**src/rtl/dither_frame_scheduler_pkg.sv**
```systemverilog
// Shared types for the dither frame scheduler: FSM states, pixel/count
// widths and the metadata word that travels alongside each BRAM read.
package dither_frame_scheduler_pkg;

  localparam int unsigned PIXEL_W    = 8;
  localparam int unsigned HCOUNT_W   = 11;
  localparam int unsigned VCOUNT_W   = 10;
  // Widest address any supported frame can need (2^11 x 2^10 pixels).
  localparam int unsigned ADDR_MAX_W = HCOUNT_W + VCOUNT_W;

  typedef enum logic [2:0] {
    IDLE,
    PRIME,
    RUN,
    DRAIN,
    DONE
  } state_t;

  typedef logic [PIXEL_W-1:0]  pixel_t;
  typedef logic [HCOUNT_W-1:0] hcount_t;
  typedef logic [VCOUNT_W-1:0] vcount_t;

  // Per-issue metadata, delayed to line up with read data and dither result.
  typedef struct packed {
    logic                  valid;
    logic                  prime;
    hcount_t               hcount;
    vcount_t               vcount;
    logic                  wr_en;
    logic [ADDR_MAX_W-1:0] wr_addr;
    logic                  last_col;
    logic                  last_row;
  } meta_t;

endpackage

```
**src/rtl/dither_frame_scheduler_if.sv**
```systemverilog
// Bus bundle between the scheduler and its frame buffer / dither unit.
//   read port : rd_en_out, rd_b_addr_out, rd_e_addr_out -> rd_b_data_in, rd_e_data_in
//   dither    : dith_valid_out, dith_prime_out, dith_hcount_out, dith_vcount_out,
//               dith_b_out, dith_e_out -> upd_pixel_in
//   write-back: wr_en_out, wr_addr_out, wr_data_out
// master = scheduler side, slave = buffer/dither side.
interface dither_frame_scheduler_if
  import dither_frame_scheduler_pkg::*;
#(
  parameter int unsigned ADDR_W = 16
) ();

  logic              rd_en_out;
  logic [ADDR_W-1:0] rd_b_addr_out;
  logic [ADDR_W-1:0] rd_e_addr_out;
  pixel_t            rd_b_data_in;
  pixel_t            rd_e_data_in;

  logic              dith_valid_out;
  logic              dith_prime_out;
  hcount_t           dith_hcount_out;
  vcount_t           dith_vcount_out;
  pixel_t            dith_b_out;
  pixel_t            dith_e_out;
  pixel_t            upd_pixel_in;

  logic              wr_en_out;
  logic [ADDR_W-1:0] wr_addr_out;
  pixel_t            wr_data_out;

  modport master (
    output rd_en_out, rd_b_addr_out, rd_e_addr_out,
    output dith_valid_out, dith_prime_out, dith_hcount_out, dith_vcount_out,
    output dith_b_out, dith_e_out,
    output wr_en_out, wr_addr_out, wr_data_out,
    input  rd_b_data_in, rd_e_data_in, upd_pixel_in
  );

  modport slave (
    input  rd_en_out, rd_b_addr_out, rd_e_addr_out,
    input  dith_valid_out, dith_prime_out, dith_hcount_out, dith_vcount_out,
    input  dith_b_out, dith_e_out,
    input  wr_en_out, wr_addr_out, wr_data_out,
    output rd_b_data_in, rd_e_data_in, upd_pixel_in
  );

endinterface

```
**src/rtl/dither_meta_delay.sv**
```systemverilog
// Fixed-depth shift register for pipeline metadata (DEPTH >= 1).
//   clk_in, rst_in : clock, synchronous active-low reset (clears all stages)
//   din / dout     : metadata in / metadata DEPTH cycles later
module dither_meta_delay
  import dither_frame_scheduler_pkg::*;
#(
  parameter int unsigned DEPTH = 1
) (
  input  logic  clk_in,
  input  logic  rst_in,
  input  meta_t din,
  output meta_t dout
);

  meta_t stages [DEPTH];

  always_ff @(posedge clk_in) begin
    if (!rst_in) begin
      for (int unsigned i = 0; i < DEPTH; i++) stages[i] <= '0;
    end else begin
      stages[0] <= din;
      for (int unsigned i = 1; i < DEPTH; i++) stages[i] <= stages[i-1];
    end
  end

  assign dout = stages[DEPTH-1];

endmodule

```
**src/rtl/dither_frame_scheduler.sv**
```systemverilog
// Raster-order frame sequencer for the single-pixel error-diffusion dither unit.
// Per row: one PRIME issue (loads pixel a), WIDTH RUN issues (b = right, e = below),
// then DRAIN so the row's last write-back lands before the next row reads it.
//   clk_in, rst_in       : clock, synchronous active-low reset
//   start_in             : frame start request (honoured only in IDLE)
//   busy_out, done_out   : frame in progress / one-cycle end-of-frame pulse
//   bus (master)         : BRAM read, dither unit, write-back signals
// Optional (`DITHER_STATS_EN`): dither_bit_in, ones_count_out count dithered ones.
module dither_frame_scheduler
  import dither_frame_scheduler_pkg::*;
#(
  parameter int unsigned WIDTH          = 320,
  parameter int unsigned HEIGHT         = 180,
  parameter int unsigned READ_LATENCY   = 2,
  parameter int unsigned DITHER_LATENCY = 1,
  parameter int unsigned LINE_GAP       = 4,
  parameter int unsigned ADDR_W         = $clog2(WIDTH * HEIGHT)
) (
  input  logic                    clk_in,
  input  logic                    rst_in,
  input  logic                    start_in,
  output logic                    busy_out,
  output logic                    done_out,
`ifdef DITHER_STATS_EN
  input  logic                    dither_bit_in,
  output logic [ADDR_W:0]         ones_count_out,
`endif
  dither_frame_scheduler_if.master bus
);

  localparam int unsigned DRAIN_LEN = READ_LATENCY + 1 + DITHER_LATENCY + 1 + LINE_GAP;
  localparam int unsigned DRAIN_W   = $clog2(DRAIN_LEN + 1);
  localparam hcount_t            LAST_H   = hcount_t'(WIDTH - 1);
  localparam vcount_t            LAST_V   = vcount_t'(HEIGHT - 1);
  localparam logic [ADDR_W-1:0]  ROW_STEP = ADDR_W'(WIDTH);

  state_t              state;
  logic [DRAIN_W-1:0]  drain_cnt;
  logic [ADDR_W-1:0]   row_base;
  hcount_t             h_cur;
  vcount_t             v_cur;
  logic                iss_en;
  logic                iss_prime;
  logic [ADDR_W-1:0]   b_addr;
  logic [ADDR_W-1:0]   e_addr;

  // Frame sequencer; issue-side outputs are loaded on entry to each issue cycle.
  always_ff @(posedge clk_in) begin
    if (!rst_in) begin
      state     <= IDLE;
      drain_cnt <= '0;
      row_base  <= '0;
      h_cur     <= '0;
      v_cur     <= '0;
      iss_en    <= 1'b0;
      iss_prime <= 1'b0;
      b_addr    <= '0;
      e_addr    <= '0;
      busy_out  <= 1'b0;
      done_out  <= 1'b0;
    end else begin
      done_out <= 1'b0;
      case (state)
        IDLE: begin
          if (start_in) begin
            state     <= PRIME;
            busy_out  <= 1'b1;
            row_base  <= '0;
            v_cur     <= '0;
            h_cur     <= '0;
            iss_en    <= 1'b1;
            iss_prime <= 1'b1;
            b_addr    <= '0;
            e_addr    <= ROW_STEP;
          end
        end
        PRIME: begin
          state     <= RUN;
          iss_prime <= 1'b0;
          h_cur     <= '0;
          b_addr    <= row_base + ADDR_W'(1);
          if (v_cur != LAST_V) e_addr <= row_base + ROW_STEP;
        end
        RUN: begin
          if (h_cur == LAST_H) begin
            state     <= DRAIN;
            iss_en    <= 1'b0;
            drain_cnt <= '0;
          end else begin
            h_cur <= h_cur + hcount_t'(1);
            // b stops at the row's last pixel; its data is masked anyway
            if (h_cur + hcount_t'(1) != LAST_H) b_addr <= b_addr + ADDR_W'(1);
            // on the last row e is held in range; its data and write are dropped
            if (v_cur != LAST_V) e_addr <= e_addr + ADDR_W'(1);
          end
        end
        DRAIN: begin
          if (drain_cnt == DRAIN_W'(DRAIN_LEN - 1)) begin
            if (v_cur == LAST_V) begin
              state    <= DONE;
              done_out <= 1'b1;
            end else begin
              state     <= PRIME;
              v_cur     <= v_cur + vcount_t'(1);
              row_base  <= row_base + ROW_STEP;
              h_cur     <= '0;
              iss_en    <= 1'b1;
              iss_prime <= 1'b1;
              b_addr    <= row_base + ROW_STEP;
              if (v_cur + vcount_t'(1) != LAST_V) e_addr <= row_base + ROW_STEP + ROW_STEP;
            end
          end else begin
            drain_cnt <= drain_cnt + DRAIN_W'(1);
          end
        end
        DONE: begin
          state    <= IDLE;
          busy_out <= 1'b0;
        end
        default: state <= IDLE;
      endcase
    end
  end

  // Metadata for the current issue cycle.
  meta_t iss_meta;
  meta_t rd_meta;
  meta_t up_meta;
  logic  run_valid;
  logic  last_row_c;

  assign run_valid  = iss_en & ~iss_prime;
  assign last_row_c = (v_cur == LAST_V);

  always_comb begin
    iss_meta          = '0;
    iss_meta.valid    = run_valid;
    iss_meta.prime    = iss_prime;
    iss_meta.hcount   = h_cur;
    iss_meta.vcount   = v_cur;
    iss_meta.wr_en    = run_valid & ~last_row_c;
    iss_meta.wr_addr  = ADDR_MAX_W'(e_addr);
    iss_meta.last_col = run_valid & (h_cur == LAST_H);
    iss_meta.last_row = last_row_c;
  end

  // Align metadata with BRAM read data.
  dither_meta_delay #(.DEPTH(READ_LATENCY)) u_rd_delay (
    .clk_in (clk_in),
    .rst_in (rst_in),
    .din    (iss_meta),
    .dout   (rd_meta)
  );

  // Align metadata with upd_pixel_in (dith register stage plus dither latency).
  dither_meta_delay #(.DEPTH(DITHER_LATENCY + 1)) u_up_delay (
    .clk_in (clk_in),
    .rst_in (rst_in),
    .din    (rd_meta),
    .dout   (up_meta)
  );

  logic              dith_valid;
  logic              dith_prime;
  hcount_t           dith_h;
  vcount_t           dith_v;
  pixel_t            dith_b;
  pixel_t            dith_e;
  logic              wr_en;
  logic [ADDR_W-1:0] wr_addr;
  pixel_t            wr_data;

  // Dither-unit and write-back output registers with boundary masking.
  always_ff @(posedge clk_in) begin
    if (!rst_in) begin
      dith_valid <= 1'b0;
      dith_prime <= 1'b0;
      dith_h     <= '0;
      dith_v     <= '0;
      dith_b     <= '0;
      dith_e     <= '0;
      wr_en      <= 1'b0;
      wr_addr    <= '0;
      wr_data    <= '0;
    end else begin
      dith_valid <= rd_meta.valid;
      dith_prime <= rd_meta.prime;
      dith_h     <= rd_meta.hcount;
      dith_v     <= rd_meta.vcount;
      dith_b     <= rd_meta.last_col ? '0 : bus.rd_b_data_in;
      dith_e     <= rd_meta.last_row ? '0 : bus.rd_e_data_in;
      wr_en      <= up_meta.wr_en;
      wr_addr    <= ADDR_W'(up_meta.wr_addr);
      wr_data    <= bus.upd_pixel_in;
    end
  end

`ifdef DITHER_STATS_EN
  localparam int unsigned CNT_W = ADDR_W + 1;

  // Ones counter; only advances while a frame's pipeline is active.
  always_ff @(posedge clk_in) begin
    if (!rst_in) begin
      ones_count_out <= '0;
    end else if (state == IDLE && start_in) begin
      ones_count_out <= '0;
    end else if (up_meta.valid && dither_bit_in) begin
      ones_count_out <= ones_count_out + CNT_W'(1);
    end
  end
`endif

  logic unused_meta;
  assign unused_meta = ^up_meta;

  assign bus.rd_en_out       = iss_en;
  assign bus.rd_b_addr_out   = b_addr;
  assign bus.rd_e_addr_out   = e_addr;
  assign bus.dith_valid_out  = dith_valid;
  assign bus.dith_prime_out  = dith_prime;
  assign bus.dith_hcount_out = dith_h;
  assign bus.dith_vcount_out = dith_v;
  assign bus.dith_b_out      = dith_b;
  assign bus.dith_e_out      = dith_e;
  assign bus.wr_en_out       = wr_en;
  assign bus.wr_addr_out     = wr_addr;
  assign bus.wr_data_out     = wr_data;

endmodule
```
**src/flat_wrapper.sv**
```systemverilog
// flat-port wrapper written by rule: the top's interface ports become plain ports
module dither_frame_scheduler_flat import dither_frame_scheduler_pkg::*;
#(
  parameter int unsigned WIDTH          = 320,
  parameter int unsigned HEIGHT         = 180,
  parameter int unsigned READ_LATENCY   = 2,
  parameter int unsigned DITHER_LATENCY = 1,
  parameter int unsigned LINE_GAP       = 4,
  parameter int unsigned ADDR_W         = $clog2(WIDTH * HEIGHT)
)
  (clk_in, rst_in, start_in, busy_out, done_out, bus_rd_en_out, bus_rd_b_addr_out, bus_rd_e_addr_out, bus_dith_valid_out, bus_dith_prime_out, bus_dith_hcount_out, bus_dith_vcount_out, bus_dith_b_out, bus_dith_e_out, bus_wr_en_out, bus_wr_addr_out, bus_wr_data_out, bus_rd_b_data_in, bus_rd_e_data_in, bus_upd_pixel_in);
  dither_frame_scheduler_if #(.ADDR_W(ADDR_W)) bus_i ();
  input  logic clk_in;
  input  logic rst_in;
  input  logic start_in;
  output logic busy_out;
  output logic done_out;
  output wire logic [$bits(bus_i.rd_en_out)-1:0] bus_rd_en_out;
  output wire logic [$bits(bus_i.rd_b_addr_out)-1:0] bus_rd_b_addr_out;
  output wire logic [$bits(bus_i.rd_e_addr_out)-1:0] bus_rd_e_addr_out;
  output wire logic [$bits(bus_i.dith_valid_out)-1:0] bus_dith_valid_out;
  output wire logic [$bits(bus_i.dith_prime_out)-1:0] bus_dith_prime_out;
  output wire logic [$bits(bus_i.dith_hcount_out)-1:0] bus_dith_hcount_out;
  output wire logic [$bits(bus_i.dith_vcount_out)-1:0] bus_dith_vcount_out;
  output wire logic [$bits(bus_i.dith_b_out)-1:0] bus_dith_b_out;
  output wire logic [$bits(bus_i.dith_e_out)-1:0] bus_dith_e_out;
  output wire logic [$bits(bus_i.wr_en_out)-1:0] bus_wr_en_out;
  output wire logic [$bits(bus_i.wr_addr_out)-1:0] bus_wr_addr_out;
  output wire logic [$bits(bus_i.wr_data_out)-1:0] bus_wr_data_out;
  input wire logic [$bits(bus_i.rd_b_data_in)-1:0] bus_rd_b_data_in;
  input wire logic [$bits(bus_i.rd_e_data_in)-1:0] bus_rd_e_data_in;
  input wire logic [$bits(bus_i.upd_pixel_in)-1:0] bus_upd_pixel_in;
  assign bus_rd_en_out = bus_i.rd_en_out;
  assign bus_rd_b_addr_out = bus_i.rd_b_addr_out;
  assign bus_rd_e_addr_out = bus_i.rd_e_addr_out;
  assign bus_dith_valid_out = bus_i.dith_valid_out;
  assign bus_dith_prime_out = bus_i.dith_prime_out;
  assign bus_dith_hcount_out = bus_i.dith_hcount_out;
  assign bus_dith_vcount_out = bus_i.dith_vcount_out;
  assign bus_dith_b_out = bus_i.dith_b_out;
  assign bus_dith_e_out = bus_i.dith_e_out;
  assign bus_wr_en_out = bus_i.wr_en_out;
  assign bus_wr_addr_out = bus_i.wr_addr_out;
  assign bus_wr_data_out = bus_i.wr_data_out;
  assign bus_i.rd_b_data_in = bus_rd_b_data_in;
  assign bus_i.rd_e_data_in = bus_rd_e_data_in;
  assign bus_i.upd_pixel_in = bus_upd_pixel_in;
  dither_frame_scheduler #(.WIDTH(WIDTH), .HEIGHT(HEIGHT), .READ_LATENCY(READ_LATENCY), .DITHER_LATENCY(DITHER_LATENCY), .LINE_GAP(LINE_GAP), .ADDR_W(ADDR_W)) u_core (.clk_in(clk_in), .rst_in(rst_in), .start_in(start_in), .busy_out(busy_out), .done_out(done_out), .bus(bus_i));
endmodule
```
**config.mk**
```make
export PLATFORM = sky130hd
export DESIGN_NAME = dither_frame_scheduler_flat
export DESIGN_NICKNAME = d
export VERILOG_FILES = /design/src/rtl/dither_frame_scheduler_pkg.sv /design/src/rtl/dither_frame_scheduler_if.sv /design/src/rtl/dither_meta_delay.sv /design/src/rtl/dither_frame_scheduler.sv /design/src/flat_wrapper.sv
export SDC_FILE = /design/constraint.sdc
export NUM_CORES = 1
export LEC_CHECK = 0
export CAP_MARGIN = 40
export CORE_MARGIN = 2
export CORE_UTILIZATION = 30
export DETAILED_ROUTE_END_ITERATION = 12
export GPL_ROUTABILITY_DRIVEN = 1
export GPL_TIMING_DRIVEN = 0
export PLACE_DENSITY_LB_ADDON = 0.1
export SETUP_SLACK_MARGIN = 0.2
export SLEW_MARGIN = 20
export SYNTH_ARGS = -nofsm -noshare
export SYNTH_HDL_FRONTEND = slang
export SYNTH_HIERARCHICAL = 1
export SYNTH_SLANG_ARGS = --single-unit
export TNS_END_PERCENT = 5
```
**constraint.sdc**
```tcl
create_clock -name clk_in -period 3.5 [get_ports clk_in]
set_input_delay 1.05 -clock clk_in [delete_from_list [all_inputs] [get_ports clk_in]]
set_output_delay 1.05 -clock clk_in [all_outputs]
set_load 0.01 [all_outputs]
```
==> flow_summary.rst <==
.. list-table::
   :header-rows: 1

   * - Metric
     - Value
   * - Post-detailed-route count of antenna-violating nets
     - 0
   * - Clock share of power
     - 45.2%
   * - Post-synthesis instance area
     - a little over 0.01 mm2
   * - Leakage power of the design
     - 5.04 nW
   * - Worst slack at placement
     - -296 ps
   * - Number of global-route vias before repair
     - ~7200
   * - Layout cell share with drive strength beyond 1
     - 12.7%
   * - Post-detailed-routing wire length
     - 27400 um
   * - Clock Path Buffers
     - 3
   * - Worst clock skew
     - 16.5 ps
   * - Number of cells on the worst hold path
     - 1
   * - Number of max-slew violations in the final report
     - 0
   * - Number of H-tree levels
     - 1
   * - Part of the cycle the worst path needs
     - 91.0%
   * - Final worst path period need
     - roughly 3200 ps
   * - Data required time at the worst endpoint
     - 3940 ps
   * - Effective utilization at floorplan
     - a little under a third
   * - IR Drop Worst-Case VDD
     - between 0.0003 and 0.0004 V
   * - Switching share of power
     - around a quarter
   * - Cell area reported after detailed placement
     - 0.0121 mm2
   * - Termination of the worst setup path
     - u_core/bus.rd_e_addr_out[9]
   * - Count of inserted antenna diode cells
     - 0
   * - Routability Congestion
     - 0.909
   * - Layout-stage area growth over the synthesis result
     - 27.0%
   * - Maximum number of pins on one net before global-route repair
     - 16
   * - Die area
     - approximately 0.036 mm2
   * - Vertical die dimension
     - between 150 and 200 um
   * - Post-Synthesis Net Count
     - 1148
   * - CP endpoint kind
     - register
   * - Setup Crit Path Kind
     - reg2reg
   * - Clock tree from TritonCTS
     - done
   * - Wire length of the first global-routing pass
     - 41800 um
   * - Highest cell delay on the worst timing path
     - about 540 ps
   * - Max-slew headroom at the worst pin
     - 35.4%
   * - Largest delay contributor family on the critical path
     - simple AND/OR/NAND/NOR gates
   * - Setup slack of the most critical reg-to-reg path
     - 310 ps
   * - Switching component of the power
     - 1.63 mW
   * - Number of DRC markers after the initial detailed-route iteration
     - 536
   * - Count of cells along the worst register-to-register path
     - 8
   * - Drc violations
     - 0
   * - Setup violations, final
     - 0
   * - Number of maximum-capacitance violations
     - 0
   * - Post-CTS Setup Inserts
     - 0
   * - Port Buf Inserts
     - approximately 130
   * - Worst path buffer plus inverter count
     - 1
   * - Area of the core
     - 0.0336 mm2
   * - Final worst setup slack
     - 313 ps
   * - Cts hold-fix bufs
     - 0
   * - Unrepaired setup endpoints after global routing
     - true
   * - Clock-pin slew on the worst setup and hold paths
     - about 60 ps
   * - R2R Path Start
     - u_core/v_cur[0]
   * - Worst endpoint data arrival time
     - 3620 ps
   * - DR pass1 iterations
     - 5
   * - Total power density per cell area
     - 504 mW/mm2
   * - Stages on the worst setup path
     - 8
   * - Num CTS Buffers
     - 29
   * - Run status
     - finished, final reports clean
   * - Wire per inst
     - around 16 um
   * - Via density per instance
     - approximately 4.4
   * - Top-Level Pins
     - 126
   * - Warnings, synthesis
     - 6
   * - Antenna violations before repair
     - 0
   * - Combined global-route utilization of all metal layers
     - 14.8%
   * - Critical path origin
     - u_core/v_cur[0]
   * - HPWL Detailed
     - 19400 um
   * - Clk sink count
     - 256
   * - Average size of a mapped cell
     - 9.26 um2
   * - Clock insertion delay at the later pin of the skew report
     - 570 ps
   * - Worst-path maximum fanout
     - 10
   * - Core Util, Final
     - between 30 and 40%
   * - Number of instances in the synthesized netlist
     - roughly 1100
   * - Clk root buf
     - sky130_fd_sc_hd__clkbuf_16
   * - Slowest cell on the critical path
     - sky130_fd_sc_hd__nor4_1
   * - Count of standard-cell rows
     - 67
   * - Launching element type of the critical path
     - register
   * - Cell Chain, Critical Path
     - ha_1 > nand3_1 > nor2_1 > xor2_1 > nor4_1 > a211o_1 > clkbuf_1 > o22ai_1
   * - Routed via count
     - between 7000 and 8000
   * - Combinational Power Share
     - under 10%
   * - Number of failing hold endpoints at the final stage
     - 0
   * - Hold WC Path Type
     - reg2reg
   * - Worst reg2reg endpoint
     - u_core/bus.rd_e_addr_out[9]
   * - Highest clock rate
     - between 300 and 400 MHz
   * - GRT overflow
     - 0
   * - Die X
     - 189 um
   * - Part of the total power dissipated in sequential elements
     - a little under half
   * - Transition time at the pin with the least slew margin
     - 969 ps
   * - Internal cell power
     - 4.96 mW
   * - Final #Nets
     - 1307
   * - Post-layout instance area
     - 0.0131 mm2
## metal layers
metal | vias up | GRT usage [%] | part of all wire, %
met3 | 48 | 2.50 | 5.2
met2 | 234 | 23.9 | 45
met1 | 3484 | 20.4 | 48
li1 | 3955 | - | -
met5 | - | 0 | 0
met4 | 0 | 4.09 | 2.2
## cells in the final DEF (no fill, tap or decap), drive strengths merged, types with 9 or more instances in the layout
| cell | count |
|---|---|
| nand3 | 31 |
| nand2b | 10 |
| nand2 | 75 |
| clkbuf | 83 |
| a21oi | 61 |
| nand3b | 11 |
| nand4 | 9 |
| buf | 103 |
| dfxtp | 256 |
| o21ai | 49 |
| and2 | 190 |
| o22ai | 12 |
| inv | 15 |
| or3 | 11 |
| nor2 | 69 |
| xnor2 | 18 |
| nor3 | 18 |
| xor2 | 18 |
| clkdlybuf4s50 | 125 |
| ha | 10 |
## worst reg2reg max path: cells and delay by family, from the launching register on
kind / cells / cell delay [ps]
AOI/OAI and AO/OA: 2 / 610
xor gates and xnor gates: 1 / 110
adders and majority gates: 1 / 360
buffers and inverters: 1 / 440
DFF: 1 / 520
and+or+nand+nor: 3 / 1010
## sequential cells by signal, summed over array words and instances, names as in the netlist
signal / count
u_core/u_rd_delay/stages: 84
u_core/bus.dith_b_out: 8
u_core/row_base: 10
u_core/u_up_delay/stages: 34
u_core/drain_cnt: 4
u_core/bus.rd_en_out: 1
u_core/iss_prime: 1
u_core/bus.dith_prime_out: 1
u_core/bus.rd_e_addr_out: 16
u_core/busy_out: 1
u_core/bus.wr_data_out: 8
u_core/bus.rd_b_addr_out: 16
u_core/done_out: 1
u_core/bus.dith_e_out: 8
u_core/h_cur: 11
u_core/state: 3
u_core/bus.dith_vcount_out: 10
u_core/bus.wr_en_out: 1
u_core/bus.dith_hcount_out: 11
u_core/v_cur: 10
u_core/bus.dith_valid_out: 1
u_core/bus.wr_addr_out: 16
## timing repair
item,in CTS,in global routing
endpoints found under the setup margin,5,29
resized for setup,2,3
pin swaps,0,1
hold endpoints to repair,0,0
## area by class of cell
cell class,count,area (um2)
Tap cell,448,561
Clock buffer,41,851
Buffer,142,923
Fill cell,3398,20500
Timing Repair Buffer,128,1270
Multi-Input combinational cell,699,4190
Sequential cell,256,5120
Clock inverter,8,88.8
Inverter,14,52.6
## power groups by stage
stage	logic, mW	registers [mW]	clock network (mW)
2_1_floorplan	0.319	3.08	0
3_3_place_gp	0.587	3.08	0
3_5_place_dp	0.591	3.08	0
4_1_cts	0.594	3.02	3.08
5_1_grt	0.645	3.02	3.21
6_report	0.595	3.02	2.98
## how the worst min path moves through the flow
| stage | slack (ps) | to | startpoint |
|---|---|---|---|
| final | 430 | u_core/u_up_delay/stages[0][57] | u_core/u_up_delay/stages[0][10] |
| after global routing | 440 | u_core/u_rd_delay/stages[0][93] | u_core/u_rd_delay/stages[0][46] |
| after CTS | 420 | u_core/u_rd_delay/stages[0][49] | u_core/u_rd_delay/stages[0][2] |
| after detailed placement | 420 | u_core/u_rd_delay/stages[0][93] | u_core/u_rd_delay/stages[0][46] |
| after global placement | 420 | u_core/u_up_delay/stages[0][57] | u_core/u_up_delay/stages[0][10] |
| after floorplan | 410 | u_core/u_rd_delay/stages[0][92] | u_core/u_rd_delay/stages[0][45] |
## through the flow
stage / std cells / hold slack [ps] / setup TNS, ps / power (mW)
after CTS: 1736 / 420 / 0 / 6.69
after global routing: 1736 / 437 / 0 / 6.87
final: 1736 / 430 / 0 / 6.59
after global placement: 1684 / 418 / -15060 / 3.67
after detailed placement: 1687 / 417 / -11800 / 3.67
after floorplan: 1111 / 406 / 0 / 3.39
No activity file was read; power rests on OpenSTA's default activity.
